## config.mk

```make
export PLATFORM = sky130hd
export DESIGN_NAME = seg_scan_ctrl
export DESIGN_NICKNAME = d
export VERILOG_FILES = /design/src/rtl/seg_scan_ctrl.sv
export SDC_FILE = /design/constraint.sdc
export NUM_CORES = 1
export LEC_CHECK = 0
export BUFFER_PORTS_ARGS = -buffer_cell sky130_fd_sc_hd__buf_2
export CAP_MARGIN = 15
export CORE_ASPECT_RATIO = 0.6
export CORE_MARGIN = 2
export CORE_UTILIZATION = 30
export DETAILED_ROUTE_END_ITERATION = 16
export GPL_ROUTABILITY_DRIVEN = 0
export PLACE_DENSITY = 0.56
export SYNTH_ARGS = -nofsm -noshare
export SYNTH_HDL_FRONTEND = slang
export SYNTH_SLANG_ARGS = --single-unit
export TNS_END_PERCENT = 100
```

## constraint.sdc

```tcl
create_clock -name clk -period 2.8 [get_ports clk]
set_input_delay 0.56 -clock clk [delete_from_list [all_inputs] [get_ports clk]]
set_output_delay 0.56 -clock clk [all_outputs]
set_load 0.05 [all_outputs]
```

## src/rtl/seg_scan_ctrl.sv

```systemverilog
// seg_scan_ctrl: six-digit multiplexed seven-segment scan controller.
// Digit values are written into a shadow bank and copied to the active bank
// in a one-cycle COMMIT slot at a frame boundary, so a frame never shows a
// half-updated display. Each digit slot is followed by an all-off guard
// interval to avoid ghosting on the digit drivers.
// Optional feature: define SEG_SCAN_DP_EN to add the decimal-point
// input dp_mask[5:0] and the active-low registered output dp.
module seg_scan_ctrl #(
  parameter int unsigned SCAN_DIV  = 50000,
  parameter int unsigned GUARD_CYC = 500
) (
  input  logic       clk,
  input  logic       rst,
  input  logic       wr_en,
  input  logic [2:0] wr_addr,
  input  logic [3:0] wr_data,
  output logic       wr_ready,
  input  logic       commit_req,
  output logic       commit_ack,
  input  logic [5:0] blank_mask,
  output logic [6:0] seg,
  output logic [5:0] sel
`ifdef SEG_SCAN_DP_EN
  ,
  input  logic [5:0] dp_mask,
  output logic       dp
`endif
);

  localparam int unsigned NDIG    = 6;
  localparam int unsigned MAX_DIV = (SCAN_DIV > GUARD_CYC) ? SCAN_DIV : GUARD_CYC;
  localparam int unsigned PW      = (MAX_DIV > 1) ? $clog2(MAX_DIV) : 1;
  localparam logic [PW-1:0] SCAN_LAST  = PW'(SCAN_DIV - 1);
  localparam logic [PW-1:0] GUARD_LAST = PW'(GUARD_CYC - 1);
  localparam logic [2:0]    IDX_LAST   = 3'(NDIG - 1);
  localparam logic [6:0]    SEG_OFF    = 7'h7F;
  localparam logic [5:0]    SEL_OFF    = 6'h3F;

  typedef enum logic [1:0] {
    ST_SCAN   = 2'd0,
    ST_GUARD  = 2'd1,
    ST_COMMIT = 2'd2
  } state_t;

  state_t        r_state;
  logic [2:0]    r_idx;
  logic [PW-1:0] r_pre;
  logic          r_pending;
  logic [3:0]    r_shadow [NDIG];
  logic [3:0]    r_active [NDIG];
  logic [6:0]    r_seg;
  logic [5:0]    r_sel;
  logic          r_ack;

  state_t        w_state_nxt;
  logic [2:0]    w_idx_nxt;
  logic [PW-1:0] w_pre_nxt;
  logic          w_pend_nxt;
  logic          w_commit;
  logic [6:0]    w_seg_nxt;
  logic [5:0]    w_sel_nxt;
  logic          w_ack_nxt;
  logic [3:0]    w_digit;
  logic          w_blank;
  logic          w_wr_ready;
  logic          w_wr_acc;

`ifdef SEG_SCAN_DP_EN
  logic r_dp;
  logic w_dp_nxt;
  logic w_dpm;
`endif

  // Active-low seven-segment decode, bit6 = a .. bit0 = g
  function automatic logic [6:0] f_decode(input logic [3:0] d);
    logic [6:0] s;
    case (d)
      4'h0: s = 7'b0000001;
      4'h1: s = 7'b1001111;
      4'h2: s = 7'b0010010;
      4'h3: s = 7'b0000110;
      4'h4: s = 7'b1001100;
      4'h5: s = 7'b0100100;
      4'h6: s = 7'b0100000;
      4'h7: s = 7'b0001111;
      4'h8: s = 7'b0000000;
      4'h9: s = 7'b0000100;
      4'hA: s = 7'b0001000;
      4'hB: s = 7'b1100000;
      4'hC: s = 7'b0110001;
      4'hD: s = 7'b1000010;
      4'hE: s = 7'b0110000;
      default: s = 7'b0111000;
    endcase
    return s;
  endfunction

  // Writes are refused during reset and during the commit slot
  assign w_wr_ready = !rst && (r_state != ST_COMMIT);
  assign w_wr_acc   = wr_en && w_wr_ready && (wr_addr <= IDX_LAST);
  assign wr_ready   = w_wr_ready;

  // Pick the active digit and its live mask bits for the current slot
  always_comb begin
    w_digit = 4'h0;
    w_blank = 1'b0;
`ifdef SEG_SCAN_DP_EN
    w_dpm   = 1'b0;
`endif
    for (int i = 0; i < NDIG; i++) begin
      if (r_idx == 3'(i)) begin
        w_digit = r_active[i];
        w_blank = blank_mask[i];
`ifdef SEG_SCAN_DP_EN
        w_dpm   = dp_mask[i];
`endif
      end
    end
  end

  // Next-state and next-output logic for the scan sequencer
  always_comb begin
    w_state_nxt = r_state;
    w_idx_nxt   = r_idx;
    w_pre_nxt   = r_pre;
    w_pend_nxt  = r_pending | commit_req;
    w_commit    = 1'b0;
    w_seg_nxt   = SEG_OFF;
    w_sel_nxt   = SEL_OFF;
    w_ack_nxt   = 1'b0;
`ifdef SEG_SCAN_DP_EN
    w_dp_nxt    = 1'b1;
`endif
    case (r_state)
      ST_SCAN: begin
        w_sel_nxt = ~(6'b000001 << r_idx);
        if (!w_blank) w_seg_nxt = f_decode(w_digit);
`ifdef SEG_SCAN_DP_EN
        w_dp_nxt  = ~w_dpm;
`endif
        if (r_pre == SCAN_LAST) begin
          w_state_nxt = ST_GUARD;
          w_pre_nxt   = '0;
        end else begin
          w_pre_nxt   = r_pre + PW'(1);
        end
      end
      ST_GUARD: begin
        if (r_pre == GUARD_LAST) begin
          w_pre_nxt = '0;
          if (r_idx == IDX_LAST) begin
            w_idx_nxt   = 3'd0;
            w_state_nxt = r_pending ? ST_COMMIT : ST_SCAN;
          end else begin
            w_idx_nxt   = r_idx + 3'd1;
            w_state_nxt = ST_SCAN;
          end
        end else begin
          w_pre_nxt = r_pre + PW'(1);
        end
      end
      ST_COMMIT: begin
        w_commit    = 1'b1;
        w_ack_nxt   = 1'b1;
        w_pend_nxt  = commit_req;
        w_idx_nxt   = 3'd0;
        w_pre_nxt   = '0;
        w_state_nxt = ST_SCAN;
      end
      default: begin
        w_idx_nxt   = 3'd0;
        w_pre_nxt   = '0;
        w_state_nxt = ST_SCAN;
      end
    endcase
  end

  // Sequencer state and registered pin drivers
  always_ff @(posedge clk) begin
    if (rst) begin
      r_state   <= ST_SCAN;
      r_idx     <= 3'd0;
      r_pre     <= '0;
      r_pending <= 1'b0;
      r_seg     <= SEG_OFF;
      r_sel     <= SEL_OFF;
      r_ack     <= 1'b0;
    end else begin
      r_state   <= w_state_nxt;
      r_idx     <= w_idx_nxt;
      r_pre     <= w_pre_nxt;
      r_pending <= w_pend_nxt;
      r_seg     <= w_seg_nxt;
      r_sel     <= w_sel_nxt;
      r_ack     <= w_ack_nxt;
    end
  end

  // Shadow bank takes host writes; active bank changes only on commit
  always_ff @(posedge clk) begin
    for (int i = 0; i < NDIG; i++) begin
      if (rst) begin
        r_shadow[i] <= 4'h0;
        r_active[i] <= 4'h0;
      end else begin
        if (w_wr_acc && (wr_addr == 3'(i))) r_shadow[i] <= wr_data;
        if (w_commit) r_active[i] <= r_shadow[i];
      end
    end
  end

`ifdef SEG_SCAN_DP_EN
  // Decimal point follows the scanned digit, off outside SCAN
  always_ff @(posedge clk) begin
    if (rst) r_dp <= 1'b1;
    else     r_dp <= w_dp_nxt;
  end
  assign dp = r_dp;
`endif

  assign seg        = r_seg;
  assign sel        = r_sel;
  assign commit_ack = r_ack;

endmodule

```

Word-level counts from Yosys, hierarchy flattened
Memories as Yosys holds them, arrays and structs flattened. A register that Yosys moved wholly into a read port is not among the register bits.
Index checks and enable logic that the tools add are counted.

storage, ports and cells
  flip-flop bits (word level) = 29
  latch bits = 0
  bits in writable memories = 48
  memory bits (read-only) = 112
  bits of input ports = 17
  output and inout bits = 15
  logic and storage cells = 122
  memories = 3

cells by class
  add/subtract/negate cells = 2
  multipliers = 0
  divide/modulo/power cells = 0
  magnitude comparators = 1
  equal/unequal tests = 17
  shift operators = 1
  muxes and demuxes = 60
  bitwise operators = 15
  reduce and logical (&&, ||, !) cells = 17

memory list
  memory            depth  bits a word  read ports  clocked after Yosys merged registers in  wr ports  RTL line  RTL
  (name not given)  16     7            1           1                                        0         77        case (d)
  r_active          6      4            6           0                                        6         50        logic [3:0] r_active [NDIG];
  r_shadow          6      4            6           0                                        6         49        logic [3:0] r_shadow [NDIG];

operators with widths
  cell                     number
  $mux W4                  18
  $mux W16                 2
  $pmux W16 S2             1
  $mux W1                  31
  $add A16 B1 Y16 const B  1
  $eq A16 B16 Y1 const B   1
  $eq A16 B9 Y1 const B    1
  $or A1 B1 Y1             13
  $eq A3 B2 Y1 const B     4
  $eq A3 B3 Y1 const B     4
  $logic_and A1 B1 Y1      9
  $mux W2                  4
  $eq A3 B1 Y1 const B     2
  $logic_not A3 Y1         2
  $mux W3                  2
  $ne A2 B2 Y1 const B     3
  $not A6 Y6               1
  $pmux W3 S2              1
  $shl A1 B3 Y6 const A    1
  $pmux W2 S2              1
  $reduce_and A2 Y1        2
  $add A3 B1 Y3 const B    1
  $le A3 B3 Y1 const B     1
  $reduce_or A3 Y1         1
  other kinds (6)          6

Longest topological paths before layout
Gate-level depths: netlist of run 1.

  depth after elaboration = 9
  gate-level depth with buffers = 11
  gate-level depth less buffers = 10

Worst setup path after synthesis of run 1
No wires, ideal clock.

  kind = register -> register
  start = reg r_idx[1]
  end = reg r_seg[6], in the netlist seg[6]
  library setup time = 0.126 ns
  arrival time = 2.403 ns
  required time = 2.674 ns
  slack = 0.271 ns
  stages on the path, launching flop included = 12
  path buffers = 1
  clock period less this slack = 2.529 ns
  cell sequence = dfxtp_1 -> buf_2 -> and2_1 -> ha_1 -> nor2_1 -> o21a_1 -> a221oi_2 -> inv_1 -> ha_1 -> or3_1 -> o21ai_0 -> o21ai_1

on the way
  word-level cells in the longest chain between the ends = 8
  elaborated cells between the ends (all ways) = 19
  those cells by class = 5 x eq/ne; 12 x mux; 2 x reduce/logical

RTL lines
  element                     RTL line  RTL
  start: declaration          46        logic [2:0] r_idx;
  start signal: assignment    190       r_idx <= w_idx_nxt;
  $logic_not A3 Y1            111       if (r_idx == 3'(i)) begin
  $mux W1 (6 in a row)        111
  $reduce_or A3 Y1 (no line)  -
  end signal: assignment      193       r_seg <= w_seg_nxt;
  end: declaration            51        logic [6:0] r_seg;

Several ways; a longest one is shown, not always the timed one.
A chain may end at the register's enable or synchronous reset.

Worst setup path in the final report of run 1
  start = reg r_idx[0]
  end = reg r_seg[6], in the netlist seg[6]

Same word-level chain as after synthesis.

==> results of run 1 <==
## cell type report
| cell class | count | area share |
|---|---|---|
| multi-input cells | 239 | 0.3424 |
| well taps | 165 | 0.04623 |
| clock inverters | 3 | 0.009807 |
| inverters | 10 | 0.008406 |
| flip-flops and latches | 84 | 0.4842 |
| repair buffers | 39 | 0.04819 |
| clock buffers | 13 | 0.06080 |
## cells in the mapped netlist, types with 3 or more instances
| library cell | count | area (um^2) |
|---|---|---|
| sky130_fd_sc_hd__dfxtp_1 | 36 | 720.7 |
| sky130_fd_sc_hd__nand2b_1 | 7 | 43.79 |
| sky130_fd_sc_hd__and2_1 | 50 | 312.8 |
| sky130_fd_sc_hd__clkbuf_1 | 5 | 18.77 |
| sky130_fd_sc_hd__nand2_1 | 24 | 90.09 |
| sky130_fd_sc_hd__nand3_1 | 11 | 55.05 |
| sky130_fd_sc_hd__buf_4 | 3 | 22.52 |
| sky130_fd_sc_hd__and3b_1 | 3 | 26.28 |
| sky130_fd_sc_hd__o221ai_1 | 3 | 26.28 |
| sky130_fd_sc_hd__nor3b_1 | 3 | 22.52 |
| sky130_fd_sc_hd__ha_1 | 8 | 100.1 |
| sky130_fd_sc_hd__xor2_1 | 9 | 78.83 |
| sky130_fd_sc_hd__xnor2_1 | 4 | 35.03 |
| sky130_fd_sc_hd__or2_2 | 8 | 50.05 |
| sky130_fd_sc_hd__edfxtp_1 | 48 | 1441 |
| sky130_fd_sc_hd__a21oi_1 | 8 | 40.04 |
| sky130_fd_sc_hd__o211ai_1 | 4 | 30.03 |
| sky130_fd_sc_hd__nor4_1 | 3 | 18.77 |
| sky130_fd_sc_hd__inv_1 | 10 | 37.54 |
| sky130_fd_sc_hd__nor2_1 | 35 | 131.4 |
| sky130_fd_sc_hd__nand4_1 | 5 | 31.28 |
| sky130_fd_sc_hd__mux2i_1 | 3 | 30.03 |
| sky130_fd_sc_hd__a211oi_1 | 3 | 22.52 |
| sky130_fd_sc_hd__o21ai_0 | 10 | 50.05 |
| sky130_fd_sc_hd__a31oi_1 | 3 | 18.77 |
| sky130_fd_sc_hd__nor3_1 | 4 | 20.02 |
## report_power, final
part / leakage [nW] / internal, W / switching, W / total, W
clock: 0.155 / 0.000772 / 0.000475 / 0.00125
combinational: 0.725 / 0.0000493 / 0.0000984 / 0.000148
sequential: 0.779 / 0.00134 / 0.0000191 / 0.00136
## layer usage
layer,routed length (um),GRT usage,up-vias
li1,-,-,1301
met1,4674,0.2015,1183
met2,2683,0.1460,51
met3,398,0.04070,8
met4,90,0.03333,0
met5,0,0,-
## final timing paths
kind	start	to	cells past startpoint
max	r_idx[0]	seg[6]	10
min	r_pending	r_state[1]	2
max reg2reg	r_idx[0]	seg[6]	10
min reg2reg	r_pending	r_state[1]	2
## cells by family (layout without fill, tap and decap cells)
family                   count (synthesis)  count (layout)
AND/OR/NAND/NOR                        172             172
flip-flops                              84              84
AO/OA/AOI/OAI                           43              43
buffers and inverters                   22              65
XOR/XNOR                                13              13
adder cells (fa/ha/maj)                  8               8
multiplexers                             3               3
## sequential cells by signal, summed over array words and instances (netlist names)
| name | count |
|---|---|
| commit_ack | 1 |
| r_active | 24 |
| r_idx | 3 |
| r_pending | 1 |
| r_pre | 16 |
| r_shadow | 24 |
| r_state | 2 |
| seg | 7 |
| sel | 6 |
## per-stage QoR
stage                     worst slack [ns]  hold WS (ns)
after floorplan                     0.2710        0.4223
after global placement              0.4266        0.4355
after detailed placement            0.3011        0.4337
after CTS                           0.2763        0.4431
after global routing                0.1188        0.4471
final                               0.3234        0.4391
## placed cells by master, fill, tap and decap left out, types with 3 or more instances in the layout
master / synthesis / routed
sky130_fd_sc_hd__a211oi_1: 3 / 3
sky130_fd_sc_hd__a21oi_1: 8 / 8
sky130_fd_sc_hd__a31oi_1: 3 / 3
sky130_fd_sc_hd__and2_1: 50 / 50
sky130_fd_sc_hd__and3b_1: 3 / 3
sky130_fd_sc_hd__buf_2: 1 / 31
sky130_fd_sc_hd__buf_4: 3 / 8
sky130_fd_sc_hd__clkbuf_16: 0 / 10
sky130_fd_sc_hd__dfxtp_1: 36 / 36
sky130_fd_sc_hd__edfxtp_1: 48 / 48
sky130_fd_sc_hd__ha_1: 8 / 8
sky130_fd_sc_hd__inv_1: 10 / 10
sky130_fd_sc_hd__mux2i_1: 3 / 3
sky130_fd_sc_hd__nand2_1: 24 / 24
sky130_fd_sc_hd__nand2b_1: 7 / 7
sky130_fd_sc_hd__nand3_1: 11 / 11
sky130_fd_sc_hd__nand4_1: 5 / 5
sky130_fd_sc_hd__nor2_1: 35 / 35
sky130_fd_sc_hd__nor3_1: 4 / 4
sky130_fd_sc_hd__nor3b_1: 3 / 3
sky130_fd_sc_hd__nor4_1: 3 / 3
sky130_fd_sc_hd__o211ai_1: 4 / 4
sky130_fd_sc_hd__o21ai_0: 10 / 10
sky130_fd_sc_hd__o221ai_1: 3 / 3
sky130_fd_sc_hd__or2_2: 8 / 8
sky130_fd_sc_hd__xnor2_1: 4 / 4
sky130_fd_sc_hd__xor2_1: 9 / 9
## worst max-delay path: cells and delay by family (launching register included)
kind                       cells  cell delay (ns)
AOI/OAI and AO/OA              4             0.58
adders and majority gates      2             0.55
buffers and inverters          1             0.13
DFF                            1             0.42
and+or+nand+nor                3             0.68
==> qor.csv, run 1 <==
stage,metric,value,unit
cells_and_area,Sequential Area,2162,um^2
clock_tree,deepest clock path buffer count,2,
timing,clock period minus worst slack,2.477,ns
logic_synthesis,Synth Cell Area,3802,um^2
cells_and_area,share of final-layout standard cells stronger than drive strength 1,0.1804,
route,total vias in the final route,2543,
global_routing,number of global-route vias before repair,2393,
global_routing,maximum number of pins on one net before global-route repair,26,
min_path,class of the tightest hold or removal check,flop to flop,
clock_tree,number of setup buffers added after CTS,0,
placement,placed instance area,4135,um^2
setup_path,delay of the slowest cell on the worst path,0.42,ns
cells_and_area,area of all placed cells without fillers,4466,um^2
logic_synthesis,warning count from the yosys run,0,
placement,detailed-placement wirelength estimate,5828,um
floorplanning,floorplan die area,13620,um^2
setup_path,sort of element at the end of the critical path,flop,
clock_tree,number of H-tree branching levels,3,
timing,total of endpoints with negative setup slack in the final report,0,
timing,RSZ-0062 raised after global routing,no,
route,number of routed nets with antenna violations,0,
floorplanning,core region area,12220,um^2
logic_synthesis,total nets after synthesis,370,
floorplanning,starting density of the core,0.3112,
placement,buffers added on ports,31,
status,outcome,finished clean,
logic_synthesis,cell count after synthesis,345,
logic_synthesis,mean area per synthesized cell,11.02,um^2
logic_synthesis,top_reg_cell synth,sky130_fd_sc_hd__edfxtp_1,
clock_tree,clk sink count,84,
logic_synthesis,"share of synthesized cell area in full adder, half adder and majority cells",0.02632,
cells_and_area,number of diodes added for antenna fixing,0,
logic_synthesis,post-synthesis mux area share,0.007897,
timing,maximum clock frequency,403.8,MHz
timing,final-layout setup total negative slack,0,ns
global_routing,global routing usage summed across all routing layers,0.1230,
setup_path,master of the slowest instance on the critical path,sky130_fd_sc_hd__dfxtp_1,
global_routing,first-pass GRT wire length,12800,um
timing,worst slew pin tran,1.023,ns
logic_synthesis,number of enable-type register cells in the synthesized netlist,48,
setup_path,cell-by-cell trace of the critical path,"and2_1, ha_1, nor2_1, o21a_1, a221oi_2, inv_1, ha_1, or3_1, o21ai_0, o21ai_1",
route,initial DRC count,120,
logic_synthesis,xor/xnor cell area share of the yosys netlist,0.02994,
cells_and_area,area of the multi-input gates,1529,um^2
timing,final worst path period share,0.8845,
timing,max-slew headroom at the worst pin,0.3155,
clock_tree,clock-pin slew of the registers on the worst-case setup and hold paths,0.06,ns
route,average wire per standard cell,14.19,um
clock_tree,post-cts sizing count,0,
setup_path,data required time at the worst endpoint,3.01,ns
power,Static Leak,1.659,nW
power,worst-case vdd ir drop,0.0003054,V
power,post-layout power,0.002758,W
logic_synthesis,register area share after synthesis,0.5686,
route,total detailed-routing wirelength,7846,um
route,routed vias/inst,4.599,
cells_and_area,final core utilization,0.3655,
setup_path,type of the worst setup path,flop to flop,
power,power density cells,617.6,nW/um^2
run,number of violations of the max-capacitance limit,0,
clock_tree,number of buffers inserted during clock tree synthesis,9,
floorplanning,die width,149.3,um
floorplanning,number of primary I/O pins,32,
cells_and_area,area growth from synthesis to layout,17.44,%
clock_tree,buffer type at the clock tree root,sky130_fd_sc_hd__clkbuf_16,
clock_tree,clock tree from TritonCTS,built,
global_routing,initial antenna violation count,0,
logic_synthesis,Post-synth ARST share,0,
logic_synthesis,register bit total from synthesis,84,
timing,Max Slew Vio Count,0,
logic_synthesis,Netlist cell types,54,
route,drt first pass iters,4,
floorplanning,Die Span Y,91.21,um
cells_and_area,Post-layout nets,408,
placement,"number of placed instances, taps included",535,
timing,total count of hold-check failures in the final report,0,
floorplanning,row count,31,
setup_path,Reg2Reg Setup Slack,0.32,ns
clock_tree,count of hold buffers inserted by post-cts repair,0,
cells_and_area,count of non-filler cells in the finished layout,553,
timing,post-route clock skew,0.007317,ns
global_routing,overflow left after global routing,0,
logic_synthesis,main combinational cell family by area after synthesis,simple AND/OR/NAND/NOR gates,
setup_path,CP Max Fanout,7,
logic_synthesis,share of the synthesized area in compound gates (AO/OA/AOI/OAI),0.08193,
setup_path,data arrival at the endpoint of the critical path,2.69,ns
route,Post-route DRC,0,
setup_path,dominant cell type by count on the critical path,sky130_fd_sc_hd__ha_1,
setup_path,Critical Path Start Type,flop,
logic_synthesis,simple-gate area share of the yosys netlist,0.2560,
clock_tree,"Clk Latency, worst-skew pair",0.33,ns
cells_and_area,number of inserted filler cells in the final layout,1252,
Note: power is estimated with default switching activity, not from simulation.
==> inputs of run 2 (changes only) <==
--- a/config.mk
+++ b/config.mk
@@ -8,7 +8,7 @@
 export BUFFER_PORTS_ARGS = -buffer_cell sky130_fd_sc_hd__buf_2
 export CAP_MARGIN = 15
 export CORE_ASPECT_RATIO = 0.6
-export CORE_MARGIN = 2
+export CORE_MARGIN = 3
 export CORE_UTILIZATION = 30
 export DETAILED_ROUTE_END_ITERATION = 16
 export GPL_ROUTABILITY_DRIVEN = 0
==> qor.csv, run 2 (synthesized netlist as in run 1, its figures left out) <==
stage,metric,value,unit
cells_and_area,final core utilization,0.3639,
global_routing,first-pass GRT wire length,12980,um
floorplanning,die width,151.3,um
setup_path,sort of element at the end of the critical path,flop,
placement,minimum setup slack after placement,0.2227,ns
route,initial DRC count,139,
timing,post-route clock skew,0.008177,ns
floorplanning,core region area,12220,um^2
cells_and_area,most frequent cells in the layout,"sky130_fd_sc_hd__and2_1 (50), sky130_fd_sc_hd__edfxtp_1 (48), sky130_fd_sc_hd__dfxtp_1 (36), sky130_fd_sc_hd__nor2_1 (35), sky130_fd_sc_hd__buf_2 (31)",
cells_and_area,"leading cell type in the layout, fill and taps excluded",sky130_fd_sc_hd__and2_1,
timing,max-slew headroom at the worst pin,0.3309,
status,outcome,finished clean,
timing,total count of hold-check failures in the final report,0,
timing,final hold slack,0.4460,ns
setup_path,data arrival at the endpoint of the critical path,2.64,ns
clock_tree,number of H-tree branching levels,3,
clock_tree,"Clk Latency, worst-skew pair",0.33,ns
power,worst-case vdd ir drop,0.0003470,V
global_routing,initial antenna violation count,0,
route,total vias in the final route,2510,
clock_tree,deepest clock path buffer count,2,
timing,maximum clock frequency,412.8,MHz
floorplanning,floorplan die area,14110,um^2
cells_and_area,Post-layout nets,407,
clock_tree,clock tree from TritonCTS,built,
setup_path,CP Max Fanout,8,
power,Static Leak,1.645,nW
clock_tree,post-cts sizing count,0,
clock_tree,number of buffers inserted during clock tree synthesis,9,
timing,Max Slew Vio Count,0,
route,Post-route DRC,0,
timing,RSZ-0062 raised after global routing,no,
cells_and_area,area of all placed cells without fillers,4446,um^2
run,number of violations of the max-capacitance limit,0,
clock_tree,clock-pin slew of the registers on the worst-case setup and hold paths,0.06,ns
route,number of routed nets with antenna violations,0,
timing,post-route worst setup slack,0.3773,ns
clock_tree,clk sink count,84,
placement,buffers added on ports,31,
floorplanning,starting density of the core,0.3112,
cells_and_area,share of final-layout standard cells stronger than drive strength 1,0.1835,
min_path,class of the tightest hold or removal check,flop to flop,
floorplanning,Die Span Y,93.21,um
global_routing,number of global-route vias before repair,2494,
cells_and_area,area growth from synthesis to layout,16.91,%
power,power density cells,602.9,nW/um^2
timing,final-layout setup total negative slack,0,ns
timing,total of endpoints with negative setup slack in the final report,0,
timing,clock period minus worst slack,2.423,ns
clock_tree,buffer type at the clock tree root,sky130_fd_sc_hd__clkbuf_16,
cells_and_area,number of diodes added for antenna fixing,0,
floorplanning,row count,31,
floorplanning,number of primary I/O pins,32,
setup_path,Reg2Reg Setup Slack,0.38,ns
route,average wire per standard cell,14.14,um
setup_path,data required time at the worst endpoint,3.02,ns
cells_and_area,largest registers ranked by flip-flop count,"r_active x24, r_shadow x24, r_pre x16",
global_routing,maximum number of pins on one net before global-route repair,26,
placement,placed instance area,4135,um^2
timing,final worst path period share,0.8653,
setup_path,Critical Path Start Type,flop,
global_routing,global routing usage summed across all routing layers,0.1207,
global_routing,overflow left after global routing,0,
cells_and_area,number of inserted filler cells in the final layout,1225,
timing,worst slew pin tran,1.000,ns
route,drt first pass iters,4,
route,routed vias/inst,4.547,
route,total detailed-routing wirelength,7803,um
setup_path,type of the worst setup path,flop to flop,
placement,detailed-placement wirelength estimate,5916,um
run 2: changes by cell type in the layout (fill, tap and decap cells not counted):
cell,change
sky130_fd_sc_hd__buf_4,-1
sky130_fd_sc_hd__clkbuf_16,-1
sky130_fd_sc_hd__inv_6,-1
sky130_fd_sc_hd__clkinvlp_4,+1
sky130_fd_sc_hd__clkinv_4,+4
sky130_fd_sc_hd__clkbuf_8,-1
sky130_fd_sc_hd__clkbuf_1,-2
run 2: path summary, 6_finish.rpt:
kind,startpoint,endpoint,depth (start not counted)
max reg2reg,r_idx[2],seg[3],11
min reg2reg,r_idx[0],sel[1],1
min,r_idx[0],sel[1],1
max,r_idx[2],seg[3],11
run 2: final cells by class:
class                   count  area [um^2]  share of cell area
flip-flops and latches     84         2162              0.4863
repair buffers             38        207.7             0.04672
clock inverters             7        77.57             0.01745
well taps                 165        206.4             0.04644
inverters                  10        37.54            0.008444
clock buffers               9        225.2             0.05066
multi-input cells         239         1529              0.3439
run 2: critical path, stage by stage, from the launching register on:
cell and delay [ns]:
sky130_fd_sc_hd__dfxtp_1 0.48, sky130_fd_sc_hd__inv_1 0.12, sky130_fd_sc_hd__ha_1 0.31, sky130_fd_sc_hd__nor2_1 0.25, sky130_fd_sc_hd__o21ai_0 0.18, sky130_fd_sc_hd__o211ai_1 0.20
sky130_fd_sc_hd__buf_4 0.17, sky130_fd_sc_hd__inv_1 0.06, sky130_fd_sc_hd__ha_1 0.23, sky130_fd_sc_hd__nand2_1 0.09, sky130_fd_sc_hd__a32o_1 0.16, sky130_fd_sc_hd__nand2_1 0.05
run 2: where the power goes:
part / total, W / internal [W] / switching, W
sequential: 0.00136 / 0.00134 / 0.0000186
clock: 0.00117 / 0.000694 / 0.000477
combinational: 0.000147 / 0.0000483 / 0.0000983
total: 0.00268 / 0.00209 / 0.000594
run 2: timing repair:
action / 4_1_cts / 5_1_grt
setup buffers: 0 / 1
hold buffers: 0 / 0
endpoints found under the setup margin: 0 / 4
run 2: through the flow:
| stage | cells | total power (W) |
|---|---|---|
| 2_1_floorplan | 345 | 0.001482 |
| 3_3_place_gp | 535 | 0.001534 |
| 3_5_place_dp | 535 | 0.001535 |
| 4_1_cts | 551 | 0.002711 |
| 5_1_grt | 552 | 0.002794 |
| 6_report | 552 | 0.002680 |
run 2: per-layer routing:
layer	vias up	GRT usage	wire, um
li1	1298	-	-
met1	1142	0.1969	4489
met2	64	0.1452	2742
met3	6	0.03632	480
met4	0	0.03846	90
met5	-	0	0
==> inputs of run 3 (changes only) <==
--- a/config.mk
+++ b/config.mk
@@ -6,7 +6,7 @@
 export NUM_CORES = 1
 export LEC_CHECK = 0
 export BUFFER_PORTS_ARGS = -buffer_cell sky130_fd_sc_hd__buf_2
-export CAP_MARGIN = 15
+export CAP_MARGIN = 20
 export CORE_ASPECT_RATIO = 0.6
 export CORE_MARGIN = 3
 export CORE_UTILIZATION = 30
==> constraint.sdc (replaced) <==
create_clock -name clk -period 2.45 [get_ports clk]
set_input_delay 0.49 -clock clk [delete_from_list [all_inputs] [get_ports clk]]
set_output_delay 0.49 -clock clk [all_outputs]
set_load 0.05 [all_outputs]
==> qor.csv, run 3 (synthesized netlist as in run 1, its figures left out) <==
stage,metric,value,unit
placement,buffers added on ports,31,
setup_path,type of the worst setup path,flop to flop,
setup_path,data arrival at the endpoint of the critical path,2.49,ns
floorplanning,Die Span Y,93.21,um
global_routing,overflow left after global routing,0,
timing,worst slew pin tran,0.5361,ns
clock_tree,count of hold buffers inserted by post-cts repair,0,
floorplanning,die width,151.3,um
clock_tree,number of H-tree branching levels,3,
floorplanning,row count,31,
timing,max-slew headroom at the worst pin,0.6377,
cells_and_area,"leading cell type in the layout, fill and taps excluded",sky130_fd_sc_hd__and2_1,
timing,final worst path period share,0.9298,
min_path,Hold Path End,r_pending,
cells_and_area,final core utilization,0.3709,
timing,total of endpoints with negative setup slack in the final report,0,
route,number of routed nets with antenna violations,0,
cells_and_area,area of all placed cells without fillers,4532,um^2
route,Post-route DRC,0,
clock_tree,deepest clock path buffer count,2,
cells_and_area,Sequential Area,2162,um^2
run,number of violations of the max-capacitance limit,0,
floorplanning,core region area,12220,um^2
route,drt first pass iters,4,
clock_tree,buffer type at the clock tree root,sky130_fd_sc_hd__clkbuf_16,
timing,maximum clock frequency,439.0,MHz
setup_path,Critical Path Start Type,flop,
global_routing,global routing usage summed across all routing layers,0.1220,
cells_and_area,share of final-layout standard cells stronger than drive strength 1,0.2127,
cells_and_area,number of diodes added for antenna fixing,0,
clock_tree,clock tree from TritonCTS,built,
global_routing,first-pass GRT wire length,13010,um
setup_path,data required time at the worst endpoint,2.66,ns
min_path,class of the tightest hold or removal check,input port to flop,
min_path,start point of the worst hold path,commit_req,
setup_path,FF-to-FF End,seg[6],
min_path,number of instances on the worst hold path,3,
cells_and_area,area of the multi-input gates,1556,um^2
timing,Max Slew Vio Count,0,
floorplanning,floorplan die area,14110,um^2
cells_and_area,Post-layout nets,415,
setup_path,sort of element at the end of the critical path,flop,
route,average wire per standard cell,14.26,um
clock_tree,"Clk Latency, worst-skew pair",0.34,ns
cells_and_area,area growth from synthesis to layout,19.18,%
clock_tree,number of buffers inserted during clock tree synthesis,9,
timing,post-route clock skew,0.006826,ns
setup_path,CP Max Fanout,10,
floorplanning,starting density of the core,0.3112,
route,routed vias/inst,4.607,
timing,clock period minus worst slack,2.278,ns
global_routing,maximum number of pins on one net before global-route repair,26,
setup_path,cell count of the worst reg-to-reg path,9,
setup_path,Reg2Reg Setup Slack,0.17,ns
route,total vias in the final route,2580,
timing,post-route worst setup slack,0.1720,ns
setup_path,master of the slowest instance on the critical path,sky130_fd_sc_hd__or3_1,
floorplanning,number of primary I/O pins,32,
timing,total count of hold-check failures in the final report,0,
cells_and_area,number of inserted filler cells in the final layout,1214,
power,power density cells,681.6,nW/um^2
placement,placed instance area,4192,um^2
clock_tree,clock-pin slew of the registers on the worst-case setup and hold paths,0.06,ns
power,worst-case vdd ir drop,0.0004038,V
global_routing,initial antenna violation count,0,
power,Static Leak,1.695,nW
timing,final-layout setup total negative slack,0,ns
placement,minimum setup slack after placement,-0.02418,ns
route,total detailed-routing wirelength,7986,um
placement,detailed-placement wirelength estimate,6047,um
cells_and_area,largest registers ranked by flip-flop count,"r_active x24, r_shadow x24, r_pre x16",
cells_and_area,most frequent cells in the layout,"sky130_fd_sc_hd__and2_1 (50), sky130_fd_sc_hd__edfxtp_1 (48), sky130_fd_sc_hd__dfxtp_1 (36), sky130_fd_sc_hd__nor2_1 (34), sky130_fd_sc_hd__buf_2 (31)",
route,initial DRC count,167,
status,outcome,finished clean,
setup_path,cell-by-cell trace of the critical path,"buf_4, or2_2, o21a_1, a221oi_4, inv_1, ha_2, or3_1, o21ai_0, o21ai_1",
clock_tree,clk sink count,84,
global_routing,number of global-route vias before repair,2448,
setup_path,delay of the slowest cell on the worst path,0.36,ns
timing,RSZ-0062 raised after global routing,no,
setup_path,source of the worst register-to-register timing path,r_idx[0],
==> run 3: where the power goes <==
group          switching, W  internal, W
sequential        0.0000222      0.00154
clock              0.000543     0.000817
combinational      0.000113    0.0000586
total              0.000678      0.00241
==> run 3: how the worst max path moves through the flow <==
stage / from / endpoint / slack (ns) / depth (start not counted)
3_3_place_gp: r_idx[1] / seg[6] / 0.18 / 8
6_report: r_idx[0] / seg[6] / 0.17 / 9
2_1_floorplan: r_idx[1] / seg[6] / 0.002 / 11
5_1_grt: r_idx[1] / seg[6] / 0.03 / 10
4_1_cts: r_idx[0] / seg[6] / 0.11 / 10
3_5_place_dp: r_idx[1] / seg[2] / -0.02 / 9
==> run 3: layer usage <==
layer | track usage | share of wire
met1 | 0.1926 | 0.57
met2 | 0.1481 | 0.35
met3 | 0.04600 | 0.068
met4 | 0.03695 | 0.012
met5 | 0 | 0
==> run 3: cell type report <==
| class | count | share of cell area |
|---|---|---|
| Timing Repair Buffer | 46 | 0.05908 |
| Inverter | 10 | 0.008283 |
| Clock inverter | 6 | 0.01380 |
| Clock buffer | 10 | 0.05273 |
| Multi-Input combinational cell | 239 | 0.3435 |
| Tap cell | 165 | 0.04555 |
| Sequential cell | 84 | 0.4771 |
==> run 3: critical path, delay by kind of cell, from the launching register on <==
family / cells / cell delay (ns)
and+or+nand+nor: 2 / 0.71
AOI/OAI and AO/OA: 4 / 0.61
DFF: 1 / 0.32
buffers and inverters: 2 / 0.29
adders and majority gates: 1 / 0.23
==> run 3: timing repair <==
| action | CTS | global route |
|---|---|---|
| setup buffers | 2 | 0 |
| gates resized for setup | 0 | 6 |
| setup endpoints to repair | 3 | 5 |
| hold endpoints to repair | 0 | 0 |
| pin swaps | 1 | 0 |
==> run 3: metrics by stage <==
step	power (W)	instances	hold slack, ns
detailed placement	0.001757	541	0.4539
finish	0.003089	560	0.3654
CTS	0.003118	559	0.3618
floorplan	0.001694	345	0.4223
global placement	0.001756	541	0.4418
global route	0.003207	560	0.3865
